File: src/rtl/cdb_broadcaster_pkg.sv
// Shared datapath types for the common data bus, plus small helpers used by
// the broadcaster's arbitration and output stage.
package rv32i_types;

  localparam int CDB       = 2;
  localparam int ROB_DEPTH = 8;
  localparam int ROB_ID_W  = $clog2(ROB_DEPTH);

  typedef struct packed {
    logic [ROB_ID_W-1:0] rob_id;
    logic                commit;
  } rob_info_t;

  typedef struct packed {
    logic [31:0] pc;
    logic [31:0] rd_wdata;
  } rvfi_info_t;

  typedef struct packed {
    rob_info_t  rob;
    logic [4:0] rd_arch;
    logic [5:0] rd_phys;
    rvfi_info_t rvfi;
  } super_dispatch_t;

  typedef struct packed {
    logic            ready_for_writeback;
    super_dispatch_t inst_info;
  } cdb_lane_t;

  typedef cdb_lane_t [CDB-1:0] cdb_t;

endpackage

package cdb_broadcaster_pkg;
  import rv32i_types::*;

  // Listeners treat anything on the bus as completed, so commit is forced.
  function automatic super_dispatch_t mark_commit(super_dispatch_t entry);
    super_dispatch_t tmp;
    tmp            = entry;
    tmp.rob.commit = 1'b1;
    return tmp;
  endfunction

  function automatic int unsigned rr_index(int unsigned base, int unsigned offs,
                                           int unsigned n);
    return (base + offs) % n;
  endfunction

endpackage

File: src/rtl/cdb_broadcaster_if.sv
// Result-collection and broadcast signals between the functional units and the
// CDB broadcaster; slave is the broadcaster side, master the producer side.
interface cdb_broadcaster_if
  import rv32i_types::*;
#(
  parameter int NUM_FU = 4
);

  logic [NUM_FU-1:0] fu_valid;
  super_dispatch_t   fu_result [NUM_FU];
  logic [NUM_FU-1:0] fu_ready;
  cdb_t              cdb;

  modport master (
    output fu_valid,
    output fu_result,
    input  fu_ready,
    input  cdb
  );

  modport slave (
    input  fu_valid,
    input  fu_result,
    output fu_ready,
    output cdb
  );

endinterface

File: src/rtl/cdb_broadcaster_fu_result_fifo.sv
// Per-unit result buffer: power-of-two circular FIFO with registered count;
// push into a full FIFO and pop from an empty one are ignored.
module fu_result_fifo
  import rv32i_types::*;
#(
  parameter int DEPTH = 2
) (
  input  logic                    clk,
  input  logic                    rst,
  input  logic                    push,
  input  super_dispatch_t         din,
  input  logic                    pop,
  output logic                    empty,
  output logic                    full,
  output logic [$clog2(DEPTH):0]  count,
  output super_dispatch_t         head
);

  localparam int PTR_W = $clog2(DEPTH);
  localparam int CNT_W = PTR_W + 1;

  logic [PTR_W-1:0] wr_ptr_q, wr_ptr_d;
  logic [PTR_W-1:0] rd_ptr_q, rd_ptr_d;
  logic [CNT_W-1:0] count_q, count_d;
  super_dispatch_t  mem_q [DEPTH];
  super_dispatch_t  mem_d [DEPTH];
  logic             push_ok;
  logic             pop_ok;

  assign empty = (count_q == CNT_W'(0));
  assign full  = (count_q == CNT_W'(DEPTH));
  assign count = count_q;
  assign head  = mem_q[rd_ptr_q];

  // Next-state for storage, pointers and occupancy.
  always_comb begin
    push_ok  = push & ~full;
    pop_ok   = pop & ~empty;
    mem_d    = mem_q;
    wr_ptr_d = wr_ptr_q;
    rd_ptr_d = rd_ptr_q;
    count_d  = count_q;

    if (push_ok) begin
      mem_d[wr_ptr_q] = din;
      wr_ptr_d        = wr_ptr_q + PTR_W'(1);
    end else begin
      wr_ptr_d = wr_ptr_q;
    end

    if (pop_ok) begin
      rd_ptr_d = rd_ptr_q + PTR_W'(1);
    end else begin
      rd_ptr_d = rd_ptr_q;
    end

    case ({push_ok, pop_ok})
      2'b10:   count_d = count_q + CNT_W'(1);
      2'b01:   count_d = count_q - CNT_W'(1);
      default: count_d = count_q;
    endcase
  end

  // State registers; reset discards any buffered results.
  always_ff @(posedge clk or negedge rst) begin
    if (!rst) begin
      wr_ptr_q <= '0;
      rd_ptr_q <= '0;
      count_q  <= '0;
      for (int i = 0; i < DEPTH; i++) begin
        mem_q[i] <= '0;
      end
    end else begin
      wr_ptr_q <= wr_ptr_d;
      rd_ptr_q <= rd_ptr_d;
      count_q  <= count_d;
      mem_q    <= mem_d;
    end
  end

endmodule

File: src/rtl/cdb_broadcaster.sv
// Common data bus transmitter: buffers completed results per unit and drives up
// to CDB registered writebacks per cycle, granting units in round-robin order.
module cdb_broadcaster
  import rv32i_types::*;
  import cdb_broadcaster_pkg::*;
#(
  parameter int NUM_FU     = 4,
  parameter int FIFO_DEPTH = 2
) (
  input logic              clk,
  input logic              rst,
  cdb_broadcaster_if.slave bus
);

  localparam int RR_W   = (NUM_FU > 1) ? $clog2(NUM_FU) : 1;
  localparam int CNT_W  = $clog2(FIFO_DEPTH) + 1;
  localparam int LANE_W = (CDB > 1) ? $clog2(CDB) : 1;
  localparam int NG_W   = LANE_W + 1;

  logic [NUM_FU-1:0] fifo_push;
  logic [NUM_FU-1:0] fifo_empty;
  logic [NUM_FU-1:0] fifo_full;
  logic [CNT_W-1:0]  fifo_count [NUM_FU];
  super_dispatch_t   fifo_head  [NUM_FU];
  logic [NUM_FU-1:0] fu_ready_s;

  logic [NUM_FU-1:0] grant;
  logic [CDB-1:0]    lane_vld;
  logic [RR_W-1:0]   lane_src [CDB];
  logic [RR_W-1:0]   last_grant;
  logic [RR_W-1:0]   scan_idx;
  logic [NG_W-1:0]   n_grant;

  logic [RR_W-1:0]   rr_ptr_q, rr_ptr_d;
  cdb_t              cdb_q, cdb_d;

  genvar gi;
  generate
    for (gi = 0; gi < NUM_FU; gi++) begin : g_fu
      assign fifo_push[gi] = bus.fu_valid[gi] & ~fifo_full[gi];

      fu_result_fifo #(
        .DEPTH (FIFO_DEPTH)
      ) u_fifo (
        .clk   (clk),
        .rst   (rst),
        .push  (fifo_push[gi]),
        .din   (bus.fu_result[gi]),
        .pop   (grant[gi]),
        .empty (fifo_empty[gi]),
        .full  (fifo_full[gi]),
        .count (fifo_count[gi]),
        .head  (fifo_head[gi])
      );
    end
  endgenerate

  // Ready is decoded from the registered occupancy only, so a pop this cycle
  // does not reopen a full FIFO until the next one.
  always_comb begin
    fu_ready_s = '0;
    for (int i = 0; i < NUM_FU; i++) begin
      fu_ready_s[i] = (fifo_count[i] < CNT_W'(FIFO_DEPTH));
    end
  end

  // Round-robin scan from rr_ptr; the k-th non-empty unit takes lane k.
  always_comb begin
    grant      = '0;
    lane_vld   = '0;
    n_grant    = '0;
    last_grant = rr_ptr_q;
    scan_idx   = rr_ptr_q;
    for (int j = 0; j < CDB; j++) begin
      lane_src[j] = '0;
    end
    for (int k = 0; k < NUM_FU; k++) begin
      scan_idx = RR_W'(rr_index(32'(rr_ptr_q), 32'(k), 32'(NUM_FU)));
      if (!fifo_empty[scan_idx] && (n_grant < NG_W'(CDB))) begin
        grant[scan_idx]                   = 1'b1;
        lane_vld[n_grant[LANE_W-1:0]]     = 1'b1;
        lane_src[n_grant[LANE_W-1:0]]     = scan_idx;
        n_grant                           = n_grant + NG_W'(1);
        last_grant                        = scan_idx;
      end else begin
        grant[scan_idx] = 1'b0;
      end
    end
  end

  // Lane contents and pointer advance for the next cycle.
  always_comb begin
    cdb_d    = '0;
    rr_ptr_d = rr_ptr_q;
    for (int j = 0; j < CDB; j++) begin
      if (lane_vld[j]) begin
        cdb_d[j].ready_for_writeback = 1'b1;
        cdb_d[j].inst_info           = mark_commit(fifo_head[lane_src[j]]);
      end else begin
        cdb_d[j] = '0;
      end
    end
    if (|grant) begin
      rr_ptr_d = RR_W'(rr_index(32'(last_grant), 32'd1, 32'(NUM_FU)));
    end else begin
      rr_ptr_d = rr_ptr_q;
    end
  end

  // Output lanes and arbitration pointer.
  always_ff @(posedge clk or negedge rst) begin
    if (!rst) begin
      rr_ptr_q <= '0;
      cdb_q    <= '0;
    end else begin
      rr_ptr_q <= rr_ptr_d;
      cdb_q    <= cdb_d;
    end
  end

  assign bus.cdb      = cdb_q;
  assign bus.fu_ready = fu_ready_s;

endmodule

File: src/flat_wrapper.sv
// flat-port wrapper written by rule: the top's interface ports become plain ports
module cdb_broadcaster_flat import rv32i_types::*; import cdb_broadcaster_pkg::*;
#(
  parameter int NUM_FU     = 4,
  parameter int FIFO_DEPTH = 2
)
  (clk, rst, bus_fu_valid, bus_fu_result, bus_fu_ready, bus_cdb);
  cdb_broadcaster_if #(.NUM_FU(NUM_FU)) bus_i ();
  input logic clk;
  input logic rst;
  input wire logic [$bits(bus_i.fu_valid)-1:0] bus_fu_valid;
  input wire logic [$bits(bus_i.fu_result)-1:0] bus_fu_result;
  output wire logic [$bits(bus_i.fu_ready)-1:0] bus_fu_ready;
  output wire logic [$bits(bus_i.cdb)-1:0] bus_cdb;
  assign bus_i.fu_valid = bus_fu_valid;
  assign bus_i.fu_result = {>>{bus_fu_result}};
  assign bus_fu_ready = bus_i.fu_ready;
  assign bus_cdb = bus_i.cdb;
  cdb_broadcaster #(.NUM_FU(NUM_FU), .FIFO_DEPTH(FIFO_DEPTH)) u_core (.clk(clk), .rst(rst), .bus(bus_i));
endmodule
File: config.mk
export PLATFORM = sky130hd
export DESIGN_NAME = cdb_broadcaster_flat
export DESIGN_NICKNAME = d
export VERILOG_FILES = /design/src/rtl/cdb_broadcaster_pkg.sv /design/src/rtl/cdb_broadcaster_if.sv /design/src/rtl/cdb_broadcaster_fu_result_fifo.sv /design/src/rtl/cdb_broadcaster.sv /design/src/flat_wrapper.sv
export SDC_FILE = /design/constraint.sdc
export NUM_CORES = 1
export LEC_CHECK = 0
export CELL_PAD_IN_SITES_DETAIL_PLACEMENT = 0
export CELL_PAD_IN_SITES_GLOBAL_PLACEMENT = 1
export CORE_ASPECT_RATIO = 0.8
export CORE_UTILIZATION = 47
export CTS_BUF_LIST = sky130_fd_sc_hd__clkbuf_4
export DETAILED_ROUTE_END_ITERATION = 12
export PLACE_DENSITY = 0.84
export SLEW_MARGIN = 30
export SYNTH_ARGS = -nofsm -noshare
export SYNTH_HDL_FRONTEND = slang
export SYNTH_SLANG_ARGS = --single-unit
File: constraint.sdc
create_clock -name clk -period 5.7 [get_ports clk]
set_input_delay 1.14 -clock clk [delete_from_list [all_inputs] [get_ports clk]]
set_output_delay 1.14 -clock clk [all_outputs]
set_load 0.02 [all_outputs]
==> out/summary.txt, run 1 <==
most frequent cell after synthesis = mux2_2
Die X = 317 µm
Initial Util = 47.5%
RSZ-0062 raised after global routing = false
ANT nets after route = 0
Max-Cap Viols = 0
Final Skew = 0.0842 ns
vias in the first global route = 26914
fin crit period = 5.05 ns
area share of the largest cell type after synthesis = 53.6%
Post-Syn Area = 37400 µm²
Slew @ Worst Pin = 0.919 ns
worst setup path start = u_core.rr_ptr_q[1]$_DFFE_PN0P_
Layout Cells excl Fill = 4477
Worst path slowest cell = mux4_2
Post-CTS Repair Setup Buffers = 0
Vias = 26532
die area = 80700 µm²
Fin Setup TNS = 0 ns
r2r worst-path depth = 11
Reg clk slew, reported paths = 0.07 ns
Routability Congestion = 0.923
GRT Residual Overflow = 0
CTS Buf Count = 204
Hold Vio Cnt, Final = 0
global-route wire length before repair = 181000 µm
achievable frequency = 0.198 GHz
CTS Root Cell = clkbuf_4
Port Buf Inserts = 481
final WL = 127000 µm
worst r2r src = u_core.rr_ptr_q[1]$_DFFE_PN0P_
CTS Hold Bufs = 0
setup ws final = 0.654 ns
Main synth FF type = dfrtp_1
clk sinks = 800
Via density = 5.93
wire per inst = 28.3 µm
Syn Area/Cell = 13.4 µm²
CP required = 6.61 ns
worst-path maximum fanout = 31
critical path endpoint category = register
Async S/R FF share, synth = 100%
reg-to-reg slack, setup = 0.65 ns
Setup crit start kind = register
drt initial violations = 2414
DRC = 0
Syn Nets = 3118
r2r endpoint = u_core.bus.cdb[58]$_DFF_PN0_
CTS tree = done
hpwl dp = 90200 µm
top cells by count, synth = 935 x mux2_2, 800 x dfrtp_1, 165 x a21oi_1
Tightest Hold Check Type = input pin to async pin
Slew HR = 38.8%
GRT Total Usage = 31.2%
Gate Count Post-Synth = 2783
layout overhead on the synthesized area = 23.0%
area leader, netlist = dfrtp_1
row cnt = 92
pre-CTS WS = 0.750 ns
worst-path cell chain = clkinv_1, ha_1, mux4_2, inv_1, ha_1, nand3_1, a31oi_1, a211o_4, buf_12, a21oi_1, o32ai_1
Max stage delay on crit path = 0.75 ns
number of H-tree levels = 4
Synth cell types = 53
cts repair resizes = 0
Critical Path AT = 5.96 ns
critical path class = register to register
Final setup viols = 0
clk_lat worst skew = 1.07 ns
Tcrit/Tclk final = 88.5%
cell mode on critical path = ha_1
I/O pin count = 486
sequential share of the synthesized area = 53.6%
initial antenna violation count = 21
Post-synth EDFFs = 0
CP endpoint = u_core.bus.cdb[58]$_DFF_PN0_
# nets final = 3625
post-placement cell count = 4118
core area = 78700 µm²
Synth warnings = 0
share of cells above drive strength 1 = 38.9%
number of synthesized register bits = 800
top post-synthesis cells by area = dfrtp_1 54%, mux2_2 28%, mux2i_1 4.3%
outcome = finished clean
Max Slew Vio Count = 0
CTS max path bufs = 3
die height = 254 µm
TritonRoute pass-1 iters = 7
largest net degree at the start of global routing = 125
[cell type report]
class	instances	area [µm²]
repair buffers	537	5610
multi-input cells	1734	16400
clock buffers	290	2180
inverters	13	48.8
fillers	6353	32800
flip-flops and latches	800	20000
well taps	1034	1290
clock inverters	57	317
diodes	12	30.0
[placed cells by master, fill, tap and decap left out, drive strengths merged, types with 8 or more instances in the layout]
cell type      netlist  layout
clkdlybuf4s50        0     480
nor2                19      19
buf                 86      57
ha                  13      13
mux2i              159     159
clkbuf             150     290
dfrtp              800     800
a221oi               9       9
clkinv               1      50
o22ai               79      79
o32ai               79      79
a21oi              165     165
nor3                82      82
mux2               935     935
diode                0      12
o21ai                8       8
or2                  9       9
nand2               19      19
xnor2               19      19
inv                 12      16
o31ai               78      78
[worst min path at each step]
stage | end | slack (ns) | cells after the start
after floorplan | u_core.g_fu[0].u_fifo.wr_ptr_q$_DFFE_PN0P_ | 0.47 | 1
after global placement | u_core.g_fu[3].u_fifo.mem_q[58]$_DFFE_PN0P_ | 0.48 | 1
after detailed placement | u_core.g_fu[2].u_fifo.mem_q[5]$_DFFE_PN0P_ | 0.49 | 1
after CTS | u_core.g_fu[2].u_fifo.mem_q[92]$_DFFE_PN0P_ | 0.04 | 1
after global routing | u_core.g_fu[2].u_fifo.mem_q[92]$_DFFE_PN0P_ | 0.08 | 1
final | u_core.g_fu[2].u_fifo.mem_q[92]$_DFFE_PN0P_ | 0.12 | 1
[through the flow]
| stage | instance area (µm²) | hold slack [ns] | util (%) |
|---|---|---|---|
| 6_report | 46000 | 0.120 | 58.4 |
| 5_1_grt | 45900 | 0.0839 | 58.4 |
| 4_1_cts | 45900 | 0.0360 | 58.3 |
| 3_5_place_dp | 43400 | 0.487 | 55.2 |
| 3_3_place_gp | 43300 | 0.481 | 55.0 |
| 2_1_floorplan | 37400 | 0.468 | - |
[critical path: cells and delay by family (launching register included)]
family / cells / cell delay (ns)
muxes: 1 / 0.75
adders and majority gates: 2 / 1.12
and+or+nand+nor: 1 / 0.17
AOI/OAI and AO/OA: 4 / 1.39
buffers and inverters: 3 / 0.84
DFF: 1 / 0.62
[state kept, by name, indices dropped and copies added (netlist names)]
| name | flops |
|---|---|
| u_core.g_fu.u_fifo.mem_q | 624 |
| u_core.g_fu.u_fifo.rd_ptr_q | 4 |
| u_core.g_fu.u_fifo.wr_ptr_q | 4 |
| u_core.rr_ptr_q | 2 |
| u_core.g_fu.u_fifo.count | 8 |
| u_core.bus.cdb | 158 |
[metal layers]
layer | track usage, % | up-vias | share of wire (%)
li1 | - | 11470 | -
met1 | 48.2 | 13697 | 48
met2 | 40.3 | 1181 | 40
met3 | 10.9 | 172 | 10
met4 | 8.95 | 12 | 2.0
met5 | 0 | - | 0.064
[cell families after synthesis]
family	synth area share (%)
buffers and inverters	2.79
flip-flops	53.6
adder cells (fa/ha/maj)	0.435
AO/OA/AOI/OAI	7.69
AND/OR/NAND/NOR	2.18
multiplexers	32.8
XOR/XNOR	0.539
Power of run 1 is not shown: default switching activity piles up to over one toggle a cycle in this logic, so the estimate is an artifact.
==> run 2, diff against run 1 <==
--- a/config.mk
+++ b/config.mk
@@ -11,7 +11,7 @@
 export CORE_UTILIZATION = 47
 export CTS_BUF_LIST = sky130_fd_sc_hd__clkbuf_4
 export DETAILED_ROUTE_END_ITERATION = 12
-export PLACE_DENSITY = 0.84
+export PLACE_DENSITY_LB_ADDON = 0.1
 export SLEW_MARGIN = 30
 export SYNTH_ARGS = -nofsm -noshare
 export SYNTH_HDL_FRONTEND = slang
==> run 2 against run 1 <==
Net effect: sequential cell count stayed put; wire length is 2.6% higher; via count is 0.44% lower; first-iteration DRC count is 3.0% higher; utilization is 0.17 points higher; die area stayed put; non-clock buffer count is 9 higher; highest routed layer is now met4; worst setup slack better by 0.22 ns; sequential share of layout area is 0.13 points lower; register-to-register slack better by 0.22 ns; global-route usage is 0.60 points higher.
==> out/summary.txt, run 2 (same netlist as run 1, synthesis figures left out) <==
Slew HR = 32.4% (-6.3 points)
GRT Total Usage = 31.7% (+0.60 points)
Port Buf Inserts = 481 (unchanged)
wire per inst = 28.9 µm (+2.3%)
GRT Residual Overflow = 0 (unchanged)
Final Skew = 0.0698 ns (-0.0144 ns)
Placement Cell Area = 43500 µm² (+0.19%)
Final setup viols = 0 (unchanged)
initial antenna violation count = 8 (-62%)
Via density = 5.89 (-0.69%)
Reg with most FFs = u_core.g_fu.u_fifo.mem_q
FF/Latch Area = 20000 µm² (unchanged)
row cnt = 92 (unchanged)
CP required = 6.60 ns (about the same)
layout overhead on the synthesized area = 23.3%
Tcrit/Tclk final = 84.6% (-3.9 points)
ANT nets after route = 0 (unchanged)
worst-path maximum fanout = 24 (-23%)
critical path class = register to register
CTS Buf Count = 203 (-0.49%)
clk_lat worst skew = 1.11 ns (+0.04 ns)
Max stage delay on crit path = 0.67 ns (-0.08 ns)
Max Slew Vio Count = 0 (unchanged)
Worst path slowest cell = ha_1
outcome = finished clean
Die X = 317 µm (unchanged)
Critical Path AT = 5.73 ns (-0.23 ns)
most common cell after layout, fill and taps aside = mux2_2
I/O pin count = 486 (unchanged)
CTS Root Cell = clkbuf_4
Vias = 26414 (-0.44%)
clk sinks = 800 (unchanged)
Post-CTS Repair Setup Buffers = 0 (unchanged)
Fin Setup TNS = 0 ns (unchanged)
Routability Congestion = 1.01 (+9.5%)
multi-input logic area = 16500 µm² (about the same)
largest net degree at the start of global routing = 156 (+25%)
CTS max path bufs = 3 (unchanged)
drt initial violations = 2487 (+3.0%)
Hold Vio Cnt, Final = 0 (unchanged)
share of cells above drive strength 1 = 39.2% (+0.31 points)
Max-Cap Viols = 0 (unchanged)
cell area after layout = 46100 µm² (+0.29%)
cts repair resizes = 0 (unchanged)
vias in the first global route = 26234 (-2.5%)
Reg clk slew, reported paths = 0.07 ns (about the same)
cell mode on critical path = buf_4
global-route wire length before repair = 182000 µm (+0.95%)
TritonRoute pass-1 iters = 6 (-1)
# nets final = 3633 (+0.22%)
CTS Hold Bufs = 0 (unchanged)
Initial Util = 47.5% (unchanged)
final WL = 130000 µm (+2.6%)
core area = 78700 µm² (unchanged)
die area = 80700 µm² (unchanged)
Filler cells = 6384 (+0.49%)
CTS tree = done
fin crit period = 4.82 ns (-0.225 ns)
critical path endpoint category = register
worst-path cell chain = clkinv_1, ha_1, mux4_2, inv_1, ha_1, buf_4, nand3_1, a31oi_1, buf_4, a211o_4, buf_4, a21oi_1, o32ai_1
Tightest Hold Check Type = input pin to async pin
max FFs per register = 624 (unchanged)
Slew @ Worst Pin = 1.01 ns (+0.0952 ns)
Setup crit start kind = register
DRC = 0 (unchanged)
number of H-tree levels = 4 (unchanged)
achievable frequency = 0.207 GHz (+4.7%)
commonest non-fill, non-tap cells in the layout = 935 x mux2_2, 796 x dfrtp_1, 480 x clkdlybuf4s50_1
RSZ-0062 raised after global routing = false
hpwl dp = 91700 µm (+1.6%)
die height = 254 µm (unchanged)
[run 2: path summary, 6_finish.rpt]
check                                                            from                                           to  slack [ns]  cells past startpoint
setup / recovery                       u_core.rr_ptr_q[1]$_DFFE_PN0P_                 u_core.bus.cdb[45]$_DFF_PN0_        0.88                     13
hold / removal                                                    rst   u_core.g_fu[3].u_fifo.mem_q[9]$_DFFE_PN0P_        0.09                      1
setup reg to reg                       u_core.rr_ptr_q[1]$_DFFE_PN0P_                 u_core.bus.cdb[45]$_DFF_PN0_        0.88                     13
hold reg to reg            u_core.g_fu[3].u_fifo.mem_q[4]$_DFFE_PN0P_   u_core.g_fu[3].u_fifo.mem_q[4]$_DFFE_PN0P_        0.50                      1
max in group asynchronous                                         rst  u_core.g_fu[3].u_fifo.mem_q[39]$_DFFE_PN0P_        4.26                      2
min in group clk           u_core.g_fu[3].u_fifo.mem_q[4]$_DFFE_PN0P_   u_core.g_fu[3].u_fifo.mem_q[4]$_DFFE_PN0P_        0.50                      1
[run 2: stage by stage]
stage               cells  util [%]  hold slack, ns  setup slack, ns
finish               4488      58.5          0.0907            0.879
global route         4476      58.5           0.119            0.678
CTS                  4469      58.4          0.0415            0.968
detailed placement   4125      55.3           0.487             1.02
global placement     4124      55.2           0.481             1.04
floorplan            2783         -           0.468             1.47
[run 2: area by class of cell]
class / count / area share, %
repair buffers: 546 / 12.4
diodes: 17 / 0.0923
clock buffers: 292 / 4.76
inverters: 13 / 0.106
well taps: 1034 / 2.81
flip-flops and latches: 800 / 43.5
multi-input cells: 1734 / 35.7
clock inverters: 52 / 0.635
[run 2: worst max-delay path, delay by kind of cell (launching register included)]
family | cells | cell delay, ns
AO/OA/AOI/OAI | 4 | 1.06
adder cells (fa/ha/maj) | 2 | 1.07
buffers and inverters | 5 | 1.23
flip-flops | 1 | 0.61
multiplexers | 1 | 0.57
AND/OR/NAND/NOR | 1 | 0.09
[run 2: routing by layer]
| metal | vias to the layer above | share of wire [%] | global-route usage (%) |
|---|---|---|---|
| li1 | 11481 | - | - |
| met1 | 13544 | 48 | 49.2 |
| met2 | 1212 | 39 | 39.3 |
| met3 | 177 | 12 | 13.4 |
| met5 | - | 0 | 0 |
| met4 | 0 | 2.0 | 8.78 |
Power of run 2 is left out for the same reason.
==> run 3, diff against run 2 <==
==> constraint.sdc (replaced) <==
create_clock -name clk -period 4.6 [get_ports clk]
set_input_delay 0.92 -clock clk [delete_from_list [all_inputs] [get_ports clk]]
set_output_delay 0.92 -clock clk [all_outputs]
set_load 0.02 [all_outputs]
==> run 3 against run 2 <==
Net effect: global-route usage increased by 0.21 points; clock-buffer cell count grew 3; first-iteration DRC count is 5.3% higher; non-clock buffer count increased by 8; sequential cell count is the same; hold slack better by 0.37 ns; sequential share of layout area fell by 0.13 points; critical path type unchanged; critical endpoint is now u_core.g_fu[3].u_fifo.count[1]$_DFFE_PN0P_; largest cell class unchanged.
==> out/summary.txt, run 3 (same netlist as run 1, synthesis figures left out) <==
commonest non-fill, non-tap cells in the layout = 935 x mux2_2, 795 x dfrtp_1, 480 x clkdlybuf4s50_1
Setup crit start kind = register
row cnt = 92 (unchanged)
Filler cells = 6379 (-0.078%)
worst setup path start = u_core.g_fu[1].u_fifo.count[0]$_DFFE_PN0P_
Tcrit/Tclk final = 90.4% (+5.9 points)
Die X = 317 µm (unchanged)
WP buf/inv = 1 (-4)
Final setup viols = 0 (unchanged)
worst-path maximum fanout = 13 (-46%)
hold path start = bus_fu_result[64]
Port Buf Inserts = 481 (unchanged)
Max Slew Vio Count = 0 (unchanged)
clk_lat worst skew = 1.10 ns (about the same)
RSZ-0062 raised after global routing = false
Routability Congestion = 0.997 (-1.3%)
CTS Root Cell = clkbuf_4
Hold Vio Cnt, Final = 0 (unchanged)
Vias = 26740 (+1.2%)
TritonRoute pass-1 iters = 6 (unchanged)
setup ws final = 0.440 ns (-0.439 ns)
clk sinks = 800 (unchanged)
met2 wire length = 50900 µm (+1.5%)
r2r endpoint = u_core.g_fu[3].u_fifo.count[1]$_DFFE_PN0P_
FF/Latch Area = 20000 µm² (about the same)
CTS tree = done
share of cells above drive strength 1 = 39.4% (+0.21 points)
worst-path cell chain = or2_1, mux4_2, inv_1, ha_1, o221ai_1, a221oi_1, and2_1, ha_1, nor2_1, xnor2_1
Final Hold Slack = 0.462 ns (+0.372 ns)
critical path class = register to register
Critical Path AT = 5.15 ns (-0.58 ns)
core area = 78700 µm² (unchanged)
die area = 80700 µm² (unchanged)
cell mode on critical path = ha_1
global-route wire length before repair = 185000 µm (+1.2%)
CP endpoint = u_core.g_fu[3].u_fifo.count[1]$_DFFE_PN0P_
max layer used = met5
drt initial violations = 2620 (+5.3%)
fin crit period = 4.16 ns (-0.661 ns)
Worst path depth = 10 (-3)
reg-to-reg slack, setup = 0.44 ns (-0.44 ns)
critical path endpoint category = register
GRT Total Usage = 32.0% (+0.21 points)
Max stage delay on crit path = 0.68 ns (about the same)
GRT Residual Overflow = 0 (unchanged)
wire per inst = 29.0 µm (+0.30%)
max FFs per register = 624 (unchanged)
Fin Setup TNS = 0 ns (unchanged)
Slew @ Worst Pin = 0.954 ns (-0.0601 ns)
hpwl dp = 91800 µm (+0.14%)
Reg clk slew, reported paths = 0.08 ns (about the same)
Initial Util = 47.5% (unchanged)
ANT nets after route = 0 (unchanged)
cell family with most CP delay = compound AO/OA/AOI/OAI gates
initial antenna violation count = 6 (-2)
most common cell after layout, fill and taps aside = mux2_2
CTS Buf Count = 204 (+0.49%)
layout overhead on the synthesized area = 23.7%
wl on met1 = 62800 µm (+1.7%)
CTS max path bufs = 3 (unchanged)
number of H-tree levels = 4 (unchanged)
die height = 254 µm (unchanged)
# nets final = 3642 (+0.25%)
DRC = 0 (unchanged)
I/O pin count = 486 (unchanged)
Final Skew = 0.0526 ns (-0.0171 ns)
Routed met3 length = 14200 µm (-7.7%)
largest net degree at the start of global routing = 92 (-41%)
vias in the first global route = 26825 (+2.3%)
Max-Cap Viols = 0 (unchanged)
achievable frequency = 0.240 GHz (+16%)
multi-input logic area = 16400 µm² (about the same)
Via density = 5.96 (+1.3%)
outcome = finished clean
Worst path slowest cell = mux4_2
Tightest Hold Check Type = input pin to register
CP required = 5.59 ns (-1.01 ns)
Post-CTS Repair Setup Buffers = 0 (unchanged)
Hold Path Stages = 2
Reg with most FFs = u_core.g_fu.u_fifo.mem_q
worst r2r src = u_core.g_fu[1].u_fifo.count[0]$_DFFE_PN0P_
r2r worst-path depth = 10 (-3)
pre-CTS WS = 0.218 ns (-0.805 ns)
final WL = 130000 µm (+0.19%)
Slew HR = 36.4% (+4.0 points)
[run 3: changes by cell type in the layout (fill, tap and decap cells not counted), moves of 3 or more]
cell,previous run,this run
buf_4,32,38
clkinv_2,4,1
bufinv_16,2,6
diode_2,17,5
clkbuf_4,292,295
[run 3: metal layers]
metal	vias to the layer above	GRT usage [%]
met5	-	0
met4	4	7.55
met3	162	11.4
met2	1286	40.6
met1	13802	50.5
li1	11486	-
[run 3: worst min path at each step]
stage                                                   end
2_1_floorplan    u_core.g_fu[0].u_fifo.wr_ptr_q$_DFFE_PN0P_
3_3_place_gp    u_core.g_fu[3].u_fifo.mem_q[66]$_DFFE_PN0P_
3_5_place_dp    u_core.g_fu[3].u_fifo.mem_q[74]$_DFFE_PN0P_
4_1_cts         u_core.g_fu[3].u_fifo.mem_q[76]$_DFFE_PN0P_
5_1_grt         u_core.g_fu[3].u_fifo.mem_q[35]$_DFFE_PN0P_
6_report       u_core.g_fu[3].u_fifo.mem_q[143]$_DFFE_PN0P_
[run 3: area by class of cell]
type	count	share of cell area [%]
antenna	5	0.0271
clock buffer	295	4.79
clock inverter	48	0.806
inverter	13	0.114
multi-input combinational	1734	35.6
sequential	800	43.3
tap	1034	2.80
timing repair buffer	554	12.6
[run 3: through the flow]
stage	cells	area, µm²	util (%)
finish	4483	46200	58.7
global route	4480	46200	58.7
CTS	4477	46200	58.7
detailed placement	4133	43600	55.4
global placement	4132	43600	55.3
floorplan	2783	37400	-
[run 3: timing repair]
item,4_1_cts,5_1_grt
gates resized for setup,0,3
endpoints found under the hold margin,69,0
setup endpoints to repair,0,5
hold buffers,1,0
Power of run 3 is left out for the same reason.
